## config.mk

```make
export PLATFORM = sky130hd
export DESIGN_NAME = mem_arbiter
export DESIGN_NICKNAME = d
export VERILOG_FILES = /design/src/rtl/mem_pkg.sv /design/src/rtl/mem_load_align.sv /design/src/rtl/mem_arbiter.sv
export SDC_FILE = /design/constraint.sdc
export NUM_CORES = 1
export LEC_CHECK = 0
export CELL_PAD_IN_SITES_DETAIL_PLACEMENT = 1
export CELL_PAD_IN_SITES_GLOBAL_PLACEMENT = 1
export CORE_UTILIZATION = 37
export DETAILED_ROUTE_END_ITERATION = 12
export GPL_TIMING_DRIVEN = 0
export PLACE_DENSITY = 0.95
export SKIP_LAST_GASP = 1
export SYNTH_ARGS = -nofsm -noshare
export SYNTH_HDL_FRONTEND = slang
export SYNTH_SLANG_ARGS = --single-unit
```

## constraint.sdc

```tcl
create_clock -name clk -period 5.7 [get_ports clk]
set_clock_uncertainty 0.15 [all_clocks]
set_input_delay 0.855 -clock clk [delete_from_list [all_inputs] [get_ports clk]]
set_output_delay 0.855 -clock clk [all_outputs]
set_load 0.02 [all_outputs]
```

## src/rtl/mem_pkg.sv

```systemverilog
// rtl/mem_pkg.sv - shared types, size codes and byte-enable helper for mem_arbiter
package mem_pkg;

   typedef enum logic [1:0] {IDLE, BUS_IF, BUS_D, RESP} state_t;

   localparam logic [2:0] SZ_B = 3'd0;
   localparam logic [2:0] SZ_H = 3'd1;
   localparam logic [2:0] SZ_W = 3'd2;
   localparam logic [2:0] SZ_D = 3'd3;

   localparam int TMO_W = 16;

   function automatic logic [7:0] size_strb(input logic [2:0] size, input logic [2:0] off);
      logic [7:0] m;
      case (size)
         SZ_B:    m = 8'h01;
         SZ_H:    m = 8'h03;
         SZ_W:    m = 8'h0F;
         default: m = 8'hFF;
      endcase
      return m << off;
   endfunction

endpackage

```

## src/rtl/mem_load_align.sv

```systemverilog
// rtl/mem_load_align.sv - shifts a full bus word down to the addressed field and extends it
module mem_load_align
   import mem_pkg::*;
#(
   parameter int XLEN = 64
) (
   input  logic [XLEN-1:0] rdata,
   input  logic [2:0]      off,
   input  logic [2:0]      size,
   input  logic            sgn,
   output logic [XLEN-1:0] data
);

   logic [XLEN-1:0] sh;
   logic [XLEN-1:0] mask;
   logic            msb;

   always_comb begin
      sh   = rdata >> {off, 3'b000};
      mask = '1;
      msb  = 1'b0;
      case (size)
         SZ_B: begin mask = XLEN'(8'hFF);         msb = sh[7];  end
         SZ_H: begin mask = XLEN'(16'hFFFF);      msb = sh[15]; end
         SZ_W: begin mask = XLEN'(32'hFFFF_FFFF); msb = sh[31]; end
         default: begin mask = '1; msb = 1'b0; end
      endcase
      data = (sh & mask) | ((sgn & msb) ? ~mask : '0);
   end

endmodule

```

## src/rtl/mem_arbiter.sv

```systemverilog
// rtl/mem_arbiter.sv - arbitrates fetch and data ports onto one memory bus with lane alignment
module mem_arbiter
   import mem_pkg::*;
#(
   parameter int              XLEN    = 64,
   parameter logic [TMO_W-1:0] TIMEOUT = 16'd1023
) (
   input  logic              clk,
   input  logic              resetn,
   input  logic              if_req,
   input  logic [XLEN-1:0]   if_addr,
   output logic [XLEN-1:0]   if_rdata,
   output logic              if_ready,
   output logic              if_error,
   input  logic              d_read_req,
   input  logic              d_write_req,
   input  logic [XLEN-1:0]   d_addr,
   input  logic [XLEN-1:0]   d_wdata,
   input  logic [2:0]        d_size,
   input  logic              d_signed,
   output logic [XLEN-1:0]   d_rdata,
   output logic              d_ready,
   output logic              d_error,
   output logic              d_misaligned,
   output logic              bus_valid,
   output logic              bus_write,
   output logic [XLEN-1:0]   bus_addr,
   output logic [XLEN-1:0]   bus_wdata,
   output logic [XLEN/8-1:0] bus_strb,
   input  logic [XLEN-1:0]   bus_rdata,
   input  logic              bus_ready,
   input  logic              bus_error
);

   localparam int NB = XLEN / 8;
   localparam int OW = $clog2(NB);

   state_t           state;
   logic             last_d;
   logic             grant_d;
   logic [OW-1:0]    off_r;
   logic [2:0]       size_r;
   logic             sgn_r;
   logic [TMO_W-1:0] wait_cnt;
   logic [XLEN-1:0]  ld_data;
   logic             pick_d;
   logic             mis;
   logic [OW-1:0]    d_off;
   logic [7:0]       strb_full;

   // Data wins unless fetch is also pending and data was granted last.
   always_comb begin
      pick_d    = (d_read_req | d_write_req) & (~if_req | ~last_d);
      d_off     = d_addr[OW-1:0];
      strb_full = size_strb(d_size, 3'(d_off));
      case (d_size)
         SZ_B:    mis = 1'b0;
         SZ_H:    mis = d_addr[0];
         SZ_W:    mis = |d_addr[1:0];
         SZ_D:    mis = (XLEN == 32) || (|d_addr[2:0]);
         default: mis = 1'b1;
      endcase
   end

   mem_load_align #(.XLEN(XLEN)) u_align (
      .rdata (bus_rdata),
      .off   (3'(off_r)),
      .size  (size_r),
      .sgn   (sgn_r),
      .data  (ld_data)
   );

   always_ff @(posedge clk or negedge resetn) begin
      if (!resetn) begin
         state        <= IDLE;
         last_d       <= 1'b0;
         grant_d      <= 1'b0;
         off_r        <= '0;
         size_r       <= SZ_B;
         sgn_r        <= 1'b0;
         wait_cnt     <= '0;
         if_rdata     <= '0;
         if_ready     <= 1'b0;
         if_error     <= 1'b0;
         d_rdata      <= '0;
         d_ready      <= 1'b0;
         d_error      <= 1'b0;
         d_misaligned <= 1'b0;
         bus_valid    <= 1'b0;
         bus_write    <= 1'b0;
         bus_addr     <= '0;
         bus_wdata    <= '0;
         bus_strb     <= '0;
      end else begin
         case (state)
            IDLE: begin
               wait_cnt <= '0;
               if (pick_d) begin
                  grant_d <= 1'b1;
                  if (mis) begin
                     d_error      <= 1'b1;
                     d_misaligned <= 1'b1;
                     state        <= RESP;
                  end else begin
                     bus_valid <= 1'b1;
                     bus_write <= d_write_req;
                     bus_addr  <= {d_addr[XLEN-1:OW], {OW{1'b0}}};
                     bus_strb  <= d_write_req ? strb_full[NB-1:0] : '1;
                     bus_wdata <= d_write_req ? d_wdata << {d_off, 3'b000} : '0;
                     off_r     <= d_off;
                     size_r    <= d_size;
                     sgn_r     <= d_signed;
                     state     <= BUS_D;
                  end
               end else if (if_req) begin
                  grant_d   <= 1'b0;
                  bus_valid <= 1'b1;
                  bus_write <= 1'b0;
                  bus_addr  <= {if_addr[XLEN-1:OW], {OW{1'b0}}};
                  bus_strb  <= '1;
                  bus_wdata <= '0;
                  off_r     <= if_addr[OW-1:0];
                  size_r    <= SZ_W;
                  sgn_r     <= 1'b0;
                  state     <= BUS_IF;
               end
            end
            BUS_IF, BUS_D: begin
               if (bus_ready || bus_error) begin
                  bus_valid <= 1'b0;
                  state     <= RESP;
                  if (grant_d) begin
                     d_error <= bus_error;
                     d_ready <= ~bus_error;
                     if (!bus_write) d_rdata <= ld_data;
                  end else begin
                     if_error <= bus_error;
                     if_ready <= ~bus_error;
                     if_rdata <= ld_data;
                  end
               end else if ((TIMEOUT != '0) && (wait_cnt == TIMEOUT - TMO_W'(1))) begin
                  bus_valid <= 1'b0;
                  state     <= RESP;
                  if (grant_d) d_error <= 1'b1;
                  else         if_error <= 1'b1;
               end else begin
                  wait_cnt <= wait_cnt + TMO_W'(1);
               end
            end
            RESP: begin
               if_ready     <= 1'b0;
               if_error     <= 1'b0;
               d_ready      <= 1'b0;
               d_error      <= 1'b0;
               d_misaligned <= 1'b0;
               last_d       <= grant_d;
               state        <= IDLE;
            end
            default: state <= IDLE;
         endcase
      end
   end

endmodule

```

==> summary.txt, run 1 <==
Synth
  • Cells after Synth: 1,723
  • EDFF count, synth: 0
  • Sequential-to-total area share from yosys stat: 45.8%
  • Ys flop type: dfrtp_1
  • Mapped cell area: 16,100 um^2
  • Post-synth ARST share: 100%
  • Library cells used by synthesis: 76
  • Syn Area/Cell: 9.36 um^2
  • Synth Warn #: 0
  • Seq cells post-synth: 295

Cells and area
  • Reg area: 7380 um^2
  • Most frequent cells in the layout: clkdlybuf4s50_1, dfrtp_1, nand2_1
  • Final Cell Area: 23,400 um^2
  • Nets: 2,566
  • Layout cells sized above 1: 8.46%
  • Fin cells: 2,914
  • Filler cell count: 4,828
  • Area occupied by multi-input gates: 8010 um^2
  • Area growth from synthesis to layout: 45.3%
  • Commonest non-fill, non-tap cell in the layout: clkdlybuf4s50_1
  • Fin util: 54.4%

Power and ir drop
  • Total chip power: 13.9 mW
  • Int Power: 7.44 mW
  • Psw: 6.43 mW
  • P per Cell Area: 592 nW/um^2
  • Combinational share of power: 56.2%
  • Worst vdd ir: 0.392 mV
  • Switching Fraction: 46.4%
  • Static Leak: 9.85 nW
  • Clk pwr share: 17.0%
  • Flop pwr share: 26.8%

STA
  • Final Hold Viols: 0
  • Max Slew Vio Count: 0
  • Slew headroom: 17.3%
  • Tcrit/Tclk final: 59.3%
  • Setup violators final: 0
  • Fmax: 296 MHz
  • Minimum clock period: 3380 ps
  • Sum Neg Setup Slack: 0 ps
  • Setup ws final: 2320 ps
  • Tightest Pin Transition: 1230 ps
  • Unrepaired setup endpoints after global routing: false
  • WHS: 90.5 ps

Drt
  • DRT iter0 DRCs: 1,434
  • Final ANT Viol Nets: 0
  • # DRC: 0
  • Via count: 17.7k
  • DRT Wirelength: 84.0 mm
  • WL per Instance: 28.8 um
  • Drt pass-1 iters: 6
  • Via density per instance: 6.07

Clocking
  • Clk Latency, worst-skew pair: 570 ps
  • CTS H-Tree Depth: 2
  • Post-CTS Hold Buffers: 0
  • Num CTS Buffers: 35
  • Post-CTS Resized: 0
  • Clock sinks: 295
  • CTS clk-pin slew, worst paths: 60 ps
  • CTS max path bufs: 3
  • Setup bufs post-CTS: 0
  • CTS tree: built
  • Root buf cell: clkbuf_16

Placement
  • Placer congestion estimate: 0.998
  • Post-detail-place hpwl: 63.0 mm
  • Area post-placement: 22,200 um^2
  • Post-Place Setup Slack: 1870 ps
  • Buffers on Ports: 530
  • Inst Count DP: 2,842

Setup path
  • Reg2reg start: state[1]
  • R2R Path End: if_rdata[37]
  • R2r worst-path depth: 8
  • Kind of critical path: in2reg
  • Max FO, Critical Path: 9
  • Required time of the critical path: 6020 ps
  • Worst R2R Setup Slack: 2480 ps
  • Startpoint types: primary input
  • Worst EP arrival: 3700 ps
  • Crit end category: flop

Floorplanning
  • IO Count: 538
  • Die height: 211 um
  • Num rows: 76
  • Initial core utilization: 37.4%
  • Die Wd: 211 um
  • Core area: 43,100 um^2
  • Die area: 44,400 um^2

Hold path
  • Hold Crit Class: in2async

GRT
  • Largest net degree at the start of global routing: 116
  • Initial antenna violation count: 16
  • Congestion Overflow GR: 0
  • Vias in the first global route: 18.9k
  • GRT Total Usage: 37.0%
  • Global-route wire length before repair: 122 mm

Job
  • Max_cap viols: 0

Status
  • Status: complete, no violations
-- metal layers --
layer  up-vias  global-route usage (%)  routed length [um]
met3       319                    9.78                7360
met5         -                       0                  53
met4         8                    21.0                5230
met1      8894                    43.4               31100
met2      1077                    61.4               40200
li1       7388                       -                   -
-- area by class of cell --
| type | count | area share [%] |
|---|---|---|
| Clock buffer | 54 | 4.52 |
| Buffer | 151 | 3.02 |
| Antenna cell | 11 | 0.117 |
| Inverter | 12 | 0.192 |
| Tap cell | 585 | 3.12 |
| Clock inverter | 7 | 0.438 |
| Multi-Input combinational cell | 1267 | 34.2 |
| Sequential cell | 295 | 31.5 |
| Timing Repair Buffer | 532 | 22.9 |
-- worst max-delay path by stage --
stage / from / endpoint / slack (ps) / cells past startpoint
after global routing: d_addr[2] / bus_wdata[36] / 2280 / 6
after global placement: resetn / bus_wdata[48] / -9010 / 1
after detailed placement: d_write_req / bus_wdata[2] / 1870 / 6
after floorplan: bus_ready / wait_cnt[3] / 3030 / 6
final: d_write_req / bus_wdata[5] / 2320 / 6
after CTS: d_write_req / bus_wdata[5] / 2430 / 6
-- cell usage after synthesis, types with 8 or more instances --
cell type	n	area, um^2
nor2b_1	15	93.8
a22o_1	26	228
mux2i_1	166	1660
nand3_1	13	65.1
clkbuf_1	80	300
buf_1	8	30.0
or2_2	11	68.8
a31o_2	8	70.1
o21ai_1	9	45.0
nor4_1	11	68.8
nor3_1	17	85.1
a21oi_1	122	611
buf_2	46	230
nor2_1	101	379
mux2_2	29	327
a211oi_1	21	158
dfrtp_1	295	7380
o31ai_1	26	195
a31oi_1	46	288
nand2_1	278	1040
a2bb2oi_1	15	131
o21ai_0	134	671
mux4_2	13	293
and2_1	30	188
nand2b_1	15	93.8
o22ai_1	73	457
buf_4	10	75.1
inv_1	10	37.5
-- kinds of logic (layout without fill, tap and decap cells) --
family          count (synthesis)  in the layout  share of synthesized area (%)
flops                         295            295                           45.8
fa+ha+maj                       5              5                          0.388
simple gates                  529            529                           14.9
mux                           210            210                           14.3
other cells                     1             14                         0.0232
buf+inv                       163            756                           4.67
xor+xnor                        3              3                          0.163
compound gates                517            517                           19.8
-- registers in the layout, summed over array words and instances (netlist names), 2 cells and up --
name       cells
bus_wdata     64
d_rdata       64
if_rdata      64
bus_addr      61
wait_cnt      16
bus_strb       8
off_r          3
size_r         3
state          2
-- critical path, cell delays in order --
cell             delay, ps
clkdlybuf4s50_1        570
a21boi_0               540
nand2_1                440
nor3_1                 930
nand2_1                130
o21ai_0                220
-- power groups by stage --
stage          Clock, mW  Sequential [mW]  Combinational [mW]
6_report            2.35             3.71                7.80
5_1_grt             2.44             3.77                8.19
3_5_place_dp           0             3.69                7.58
2_1_floorplan          0             4.48                3.11
4_1_cts             2.36             3.69                7.69
3_3_place_gp           0             3.64                7.28
Power figures use the tool's default switching activity.
==> inputs of run 2 (changes only) <==
--- a/config.mk
+++ b/config.mk
@@ -7,10 +7,10 @@
 export LEC_CHECK = 0
 export CELL_PAD_IN_SITES_DETAIL_PLACEMENT = 1
 export CELL_PAD_IN_SITES_GLOBAL_PLACEMENT = 1
-export CORE_UTILIZATION = 37
+export CORE_UTILIZATION = 35
 export DETAILED_ROUTE_END_ITERATION = 12
 export GPL_TIMING_DRIVEN = 0
-export PLACE_DENSITY = 0.95
+export PLACE_DENSITY = 0.91
 export SKIP_LAST_GASP = 1
 export SYNTH_ARGS = -nofsm -noshare
 export SYNTH_HDL_FRONTEND = slang
==> constraint.sdc (replaced) <==
create_clock -name clk -period 3.4 [get_ports clk]
set_clock_uncertainty 0.15 [all_clocks]
set_input_delay 0.51 -clock clk [delete_from_list [all_inputs] [get_ports clk]]
set_output_delay 0.51 -clock clk [all_outputs]
set_load 0.02 [all_outputs]
==> run 2 against run 1 <==
Compared with the run above:
- cell area grew 0.28%
- die area grew 5.7%
- largest power group unchanged
- via count shrank 3.2%
- highest routed layer unchanged
- cell count grew 0.51%
- largest cell class unchanged
- first-iteration DRC count shrank 11%
==> summary.txt, run 2 (synthesis gave the netlist of run 1 again) <==
STA
  • Unrepaired setup endpoints after global routing: false (unchanged)
  • Final Hold Viols: 0 (unchanged)
  • Max Slew Vio Count: 0 (unchanged)
  • Tightest Pin Transition: 1200 ps (was 1230 ps)
  • Sum Neg Setup Slack: 0 ps (unchanged)
  • Tcrit/Tclk final: 95.9%
  • Slew headroom: 19.3% (was 17.3%)
  • Setup violators final: 0 (unchanged)
  • Minimum clock period: 3260 ps
  • Fmax: 307 MHz

GRT
  • Congestion Overflow GR: 0 (unchanged)
  • Met1 usage: 41.2% (was 43.4%)
  • Top Usage Layer GRT: met2 (unchanged)
  • Largest net degree at the start of global routing: 117 (was 116)
  • Met3 Use GR: 9.29% (was 9.78%)
  • Vias in the first global route: 18.2k (was 18.9k)
  • Initial antenna violation count: 12 (was 16)
  • Global-route wire length before repair: 121 mm (was 122 mm)
  • Met2 usage in global routing: 58.6% (was 61.4%)
  • GRT Total Usage: 34.6% (was 37.0%)

Floorplanning
  • Num rows: 78 (was 76)
  • Die area: 46,900 um^2 (was 44,400 um^2)
  • Core area: 45,400 um^2 (was 43,100 um^2)
  • Die Wd: 217 um (was 211 um)
  • Die height: 217 um (was 211 um)
  • Initial core utilization: 35.5% (was 37.4%)
  • IO Count: 538 (unchanged)

Clocking
  • Root buf cell: clkbuf_16 (unchanged)
  • Num CTS Buffers: 36 (was 35)
  • Clock sinks: 295 (unchanged)
  • CTS H-Tree Depth: 2 (unchanged)
  • CTS max path bufs: 3 (unchanged)
  • CTS clk-pin slew, worst paths: 60 ps (about the same)
  • Clk Latency, worst-skew pair: 570 ps (about the same)
  • CTS tree: built (unchanged)

Placement
  • Buffers on Ports: 530 (unchanged)
  • Area post-placement: 22,300 um^2 (was 22,200 um^2)
  • Post-detail-place hpwl: 63.9 mm (was 63.0 mm)
  • Placer congestion estimate: 0.988 (was 0.998)
  • Inst Count DP: 2,857 (was 2,842)

Drt
  • Final ANT Viol Nets: 0 (unchanged)
  • Via density per instance: 5.85 (was 6.07)
  • Drt pass-1 iters: 7 (was 6)
  • Via count: 17.1k (was 17.7k)
  • # DRC: 0 (unchanged)
  • DRT iter0 DRCs: 1,279 (was 1,434)
  • WL per Instance: 28.4 um (was 28.8 um)
  • DRT Wirelength: 83.1 mm (was 84.0 mm)

Cells and area
  • Fin util: 51.8% (was 54.4%)
  • Final Cell Area: 23,500 um^2 (was 23,400 um^2)
  • Most frequent cells in the layout: clkdlybuf4s50_1, dfrtp_1, nand2_1 (unchanged)
  • Top Registers: bus_wdata (64), d_rdata (64), if_rdata (64) (unchanged)
  • Area growth from synthesis to layout: 45.7% (was 45.3%)
  • Layout cells sized above 1: 8.95% (was 8.46%)
  • Commonest non-fill, non-tap cell in the layout: clkdlybuf4s50_1 (unchanged)
  • Nets: 2,568 (was 2,566)
  • Fin cells: 2,929 (was 2,914)

Power and ir drop
  • P per Cell Area: 985 nW/um^2 (was 592 nW/um^2)
  • Worst vdd ir: 0.540 mV (was 0.392 mV)
  • Static Leak: 9.88 nW (was 9.85 nW)

Setup path
  • Kind of critical path: reg2reg (was in2reg)
  • Worst R2R Setup Slack: 140 ps (was 2480 ps)
  • Reg2reg start: state[1] (unchanged)
  • Crit end category: flop (unchanged)
  • Max FO, Critical Path: 10 (was 9)
  • Origin of the worst setup path: state[1] (was d_write_req)
  • Startpoint types: flop (was primary input)
  • Required time of the critical path: 3710 ps (was 6020 ps)
  • Worst EP arrival: 3580 ps (was 3700 ps)

Hold path
  • Worst Hold Launch: d_size[0]
  • Hold Crit Class: in2reg (was in2async)

Status
  • Status: complete, no violations (unchanged)

Job
  • Max_cap viols: 0 (unchanged)
## run 2: worst paths after layout
check                                   end  depth (start not counted)
worst max-delay path            d_rdata[44]                          8
worst min-delay path              size_r[0]                          3
worst max register to register  d_rdata[44]                          8
worst min register to register  bus_strb[4]                          2
max in group asynchronous       bus_strb[2]                          4
min in group asynchronous       d_rdata[10]                          2
## run 2: critical path: stages (launching register included)
cell and delay [ps]:
dfrtp_1 400, inv_1 60, ha_1 390, nand2_1 120, nor3_1 700, clkbuf_2 480
clkbuf_1 520, o22ai_1 170, a21oi_1 170
## run 2: timing repair
item / 4_1_cts / 5_1_grt
hold endpoints to repair: 86 / 0
hold buffers: 1 / 0
buffers inserted: 0 / 0
gates cloned: 0 / 0
resized for setup: 1 / 2
endpoints found under the setup margin: 2 / 1
pin swaps: 0 / 0
## run 2: stage by stage
step           setup WS (ps)  total power, mW  hold slack, ps
2_1_floorplan           1060             12.7            64.4
3_3_place_gp          -11140             18.4             313
3_5_place_dp            -356             18.8             321
4_1_cts                  146             23.0             130
5_1_grt                 53.2             24.1             187
6_report                 138             23.1             149
## run 2: power breakdown
group,internal (mW),leakage [nW],switching (mW),total [mW]
clock network,2.31,0.587,1.72,4.03
logic,5.13,5.55,7.79,12.9
registers,5.04,3.74,1.16,6.20
## run 2: final cells by class
type                            instances  area, um^2
Clock buffer                           44         981
Timing Repair Buffer                  533        5380
Tap cell                              600         751
Multi-Input combinational cell       1267        8010
Sequential cell                       295        7380
Antenna cell                            6        15.0
Fill cell                            5093       21900
Buffer                                151         711
Inverter                               12        45.0
Clock inverter                         21         226
## run 2: layer usage
layer | part of all wire, % | routed length [um]
met1 | 39 | 32300
met3 | 8.2 | 6830
met4 | 4.6 | 3830
met2 | 48 | 40100
met5 | 0.12 | 96
==> inputs of run 3 (changes only) <==
--- a/config.mk
+++ b/config.mk
@@ -7,10 +7,10 @@
 export LEC_CHECK = 0
 export CELL_PAD_IN_SITES_DETAIL_PLACEMENT = 1
 export CELL_PAD_IN_SITES_GLOBAL_PLACEMENT = 1
-export CORE_UTILIZATION = 35
+export CORE_UTILIZATION = 31
 export DETAILED_ROUTE_END_ITERATION = 12
 export GPL_TIMING_DRIVEN = 0
-export PLACE_DENSITY = 0.91
+export PLACE_DENSITY = 0.86
 export SKIP_LAST_GASP = 1
 export SYNTH_ARGS = -nofsm -noshare
 export SYNTH_HDL_FRONTEND = slang
==> constraint.sdc (replaced) <==
create_clock -name clk -period 2.88 [get_ports clk]
set_clock_uncertainty 0.15 [all_clocks]
set_input_delay 0.432 -clock clk [delete_from_list [all_inputs] [get_ports clk]]
set_output_delay 0.432 -clock clk [all_outputs]
set_load 0.02 [all_outputs]
==> run 3 against run 2 <==
Compared with the run above:
- global-route usage decreased by 3.5 points
- sequential power grew 17%
- cell area up 0.52%
- die area is 13% higher
- wire length increased by 1.3%
- setup slack got worse by 110 ps
- worst hold slack worse by 70 ps
- non-clock buffer count grew 1
- combinational power rose by 19%
- register-to-register slack got worse by 110 ps
- fmax is 14% higher
- sequential share of layout area fell by 0.16 points
- largest cell class unchanged
- highest routed layer unchanged
==> summary.txt, run 3 (synthesis gave the netlist of run 1 again) <==
Drt
  • WL per Instance: 28.0 um (was 28.4 um)
  • DRT iter0 DRCs: 1,171 (was 1,279)
  • Final ANT Viol Nets: 0 (unchanged)
  • Via density per instance: 5.70 (was 5.85)
  • Via count: 17.1k (about the same)
  • Drt pass-1 iters: 5 (was 7)
  • DRT Wirelength: 84.2 mm (was 83.1 mm)
  • # DRC: 0 (unchanged)

STA
  • Unrepaired setup endpoints after global routing: false (unchanged)
  • Max Slew Vio Count: 0 (unchanged)
  • Tightest Pin Transition: 863 ps (was 1200 ps)
  • Final Hold Viols: 0 (unchanged)
  • Setup violators final: 0 (unchanged)
  • Slew headroom: 42.1% (was 19.3%)
  • Setup ws final: 30.8 ps (was 138 ps)
  • Fmax: 351 MHz (was 307 MHz)
  • Tcrit/Tclk final: 98.9% (was 95.9%)
  • WHS: 78.7 ps (was 149 ps)
  • Sum Neg Setup Slack: 0 ps (unchanged)
  • Minimum clock period: 2850 ps (was 3260 ps)

Cells and area
  • Layout cells sized above 1: 9.27% (was 8.95%)
  • Fin cells: 3,003 (was 2,929)
  • Most frequent cells in the layout: clkdlybuf4s50_1, dfrtp_1, nand2_1 (unchanged)
  • Nets: 2,570 (was 2,568)
  • Filler cell count: 5,802 (was 5,093)
  • Top Registers: bus_wdata (64), d_rdata (64), if_rdata (64) (unchanged)
  • Area growth from synthesis to layout: 46.4% (was 45.7%)
  • Commonest non-fill, non-tap cell in the layout: clkdlybuf4s50_1 (unchanged)

Setup path
  • Kind of critical path: reg2reg (unchanged)
  • Required time of the critical path: 3150 ps (was 3710 ps)
  • CP Cell Sequence: buf_4, buf_4, clkbuf_1, clkbuf_1, a211oi_1, a21oi_1, o21ai_0 (was inv_1, ha_1, nand2_1, nor3_1, clkbuf_2, clkbuf_1, o22ai_1, a21oi_1)
  • Buf+Inv Stages, Crit Path: 4 (was 3)
  • Worst EP arrival: 3120 ps (was 3580 ps)
  • Slowest stage cell, crit path: clkbuf_1 (was nor3_1)
  • Crit path largest cell delay: 590 ps (was 700 ps)
  • Max FO, Critical Path: 10 (unchanged)
  • Critical path's top delay family: buffers and inverters (unchanged)
  • Crit end category: flop (unchanged)
  • Startpoint types: flop (unchanged)

Power and ir drop
  • Flop pwr share: 26.7% (was 26.8%)
  • Clk pwr share: 16.9% (was 17.4%)
  • Static Leak: 9.90 nW (was 9.88 nW)
  • Psw: 12.5 mW (was 10.7 mW)
  • Int Power: 14.7 mW (was 12.5 mW)
  • Worst vdd ir: 0.547 mV (was 0.540 mV)
  • Combinational share of power: 56.5% (was 55.8%)
  • P per Cell Area: 1150 nW/um^2 (was 985 nW/um^2)
  • Switching Fraction: 46.0% (was 46.1%)
  • Total chip power: 27.3 mW (was 23.1 mW)

Placement
  • Post-Place Setup Slack: -618 ps (was -356 ps)
  • Placer congestion estimate: 0.962 (was 0.988)
  • Post-detail-place hpwl: 66.0 mm (was 63.9 mm)
  • Buffers on Ports: 530 (unchanged)
  • Inst Count DP: 2,938 (was 2,857)

GRT
  • Initial antenna violation count: 9 (was 12)
  • GRT Total Usage: 31.1% (was 34.6%)
  • Largest net degree at the start of global routing: 111 (was 117)
  • Vias in the first global route: 18.2k (about the same)
  • Global-route wire length before repair: 122 mm (was 121 mm)
  • Congestion Overflow GR: 0 (unchanged)

Clocking
  • Root buf cell: clkbuf_16 (unchanged)
  • Num CTS Buffers: 37 (was 36)
  • CTS H-Tree Depth: 2 (unchanged)
  • Clk Latency, worst-skew pair: 560 ps (was 570 ps)
  • Setup bufs post-CTS: 0 (unchanged)
  • CTS tree: built (unchanged)
  • CTS max path bufs: 3 (unchanged)
  • CTS clk-pin slew, worst paths: 60 ps (about the same)
  • Clock sinks: 295 (unchanged)

Floorplanning
  • Num rows: 83 (was 78)
  • Die height: 230 um (was 217 um)
  • Die Wd: 230 um (was 217 um)
  • Core area: 51,400 um^2 (was 45,400 um^2)
  • IO Count: 538 (unchanged)
  • Initial core utilization: 31.4% (was 35.5%)
  • Die area: 52,900 um^2 (was 46,900 um^2)

Status
  • Status: complete, no violations (unchanged)

Job
  • Max_cap viols: 0 (unchanged)

Hold path
  • Hold Crit Class: in2reg (unchanged)
## run 3: through the flow
step	utilization (%)	area, um^2
after floorplan	-	16100
after global placement	43.4	22300
after detailed placement	43.5	22400
after CTS	45.9	23600
after global routing	45.9	23600
final	45.9	23600
## run 3: path summary, 6_finish.rpt
kind / depth (start not counted) / slack (ps) / to / start
setup / recovery: 7 / 30 / d_rdata[4] / off_r[2]
hold / removal: 3 / 80 / size_r[0] / d_size[0]
setup reg to reg: 7 / 30 / d_rdata[4] / off_r[2]
hold reg to reg: 2 / 330 / bus_wdata[18] / bus_wdata[18]
max in group asynchronous: 4 / 770 / grant_d / resetn
min in group asynchronous: 2 / 290 / if_rdata[9] / resetn
## run 3: worst reg2reg max path: cells and delay by family (launching register included)
family,cells,cell delay [ps]
AO/OA/AOI/OAI,3,760
flip-flops,1,330
buffers and inverters,4,1470
## run 3: final cells by class
type | count | area, um^2 | share of cell area [%]
multi-input cells | 1267 | 8060 | 34.1
clock inverters | 11 | 109 | 0.461
diodes | 3 | 7.51 | 0.0318
inverters | 12 | 45.0 | 0.191
plain buffers | 151 | 734 | 3.11
well taps | 680 | 851 | 3.60
flip-flops and latches | 295 | 7380 | 31.3
clock buffers | 50 | 1040 | 4.42
repair buffers | 534 | 5380 | 22.8
## run 3: power groups by stage
stage                     registers (mW)  clock network, mW  logic, mW
after floorplan                     8.87                  0       6.15
after global placement              7.20                  0       14.6
after detailed placement            7.28                  0       15.1
after CTS                           7.24               4.66       15.3
after global routing                7.42               4.79       16.3
final                               7.27               4.60       15.4
## run 3: layer usage
metal	vias to the layer above	track usage (%)	wire length (um)
li1	7364	-	-
met1	8798	38.6	34500
met2	752	52.4	40500
met3	179	7.03	5900
met4	14	11.5	3260
met5	-	0	89
## run 3: repair_timing
| action | 4_1_cts | 5_1_grt |
|---|---|---|
| gates resized for setup | 17 | 9 |
| hold endpoints to repair | 79 | 0 |
| hold buffers | 1 | 0 |
| pin swaps | 0 | 1 |
| endpoints found under the setup margin | 215 | 176 |
| cloned | 0 | 0 |
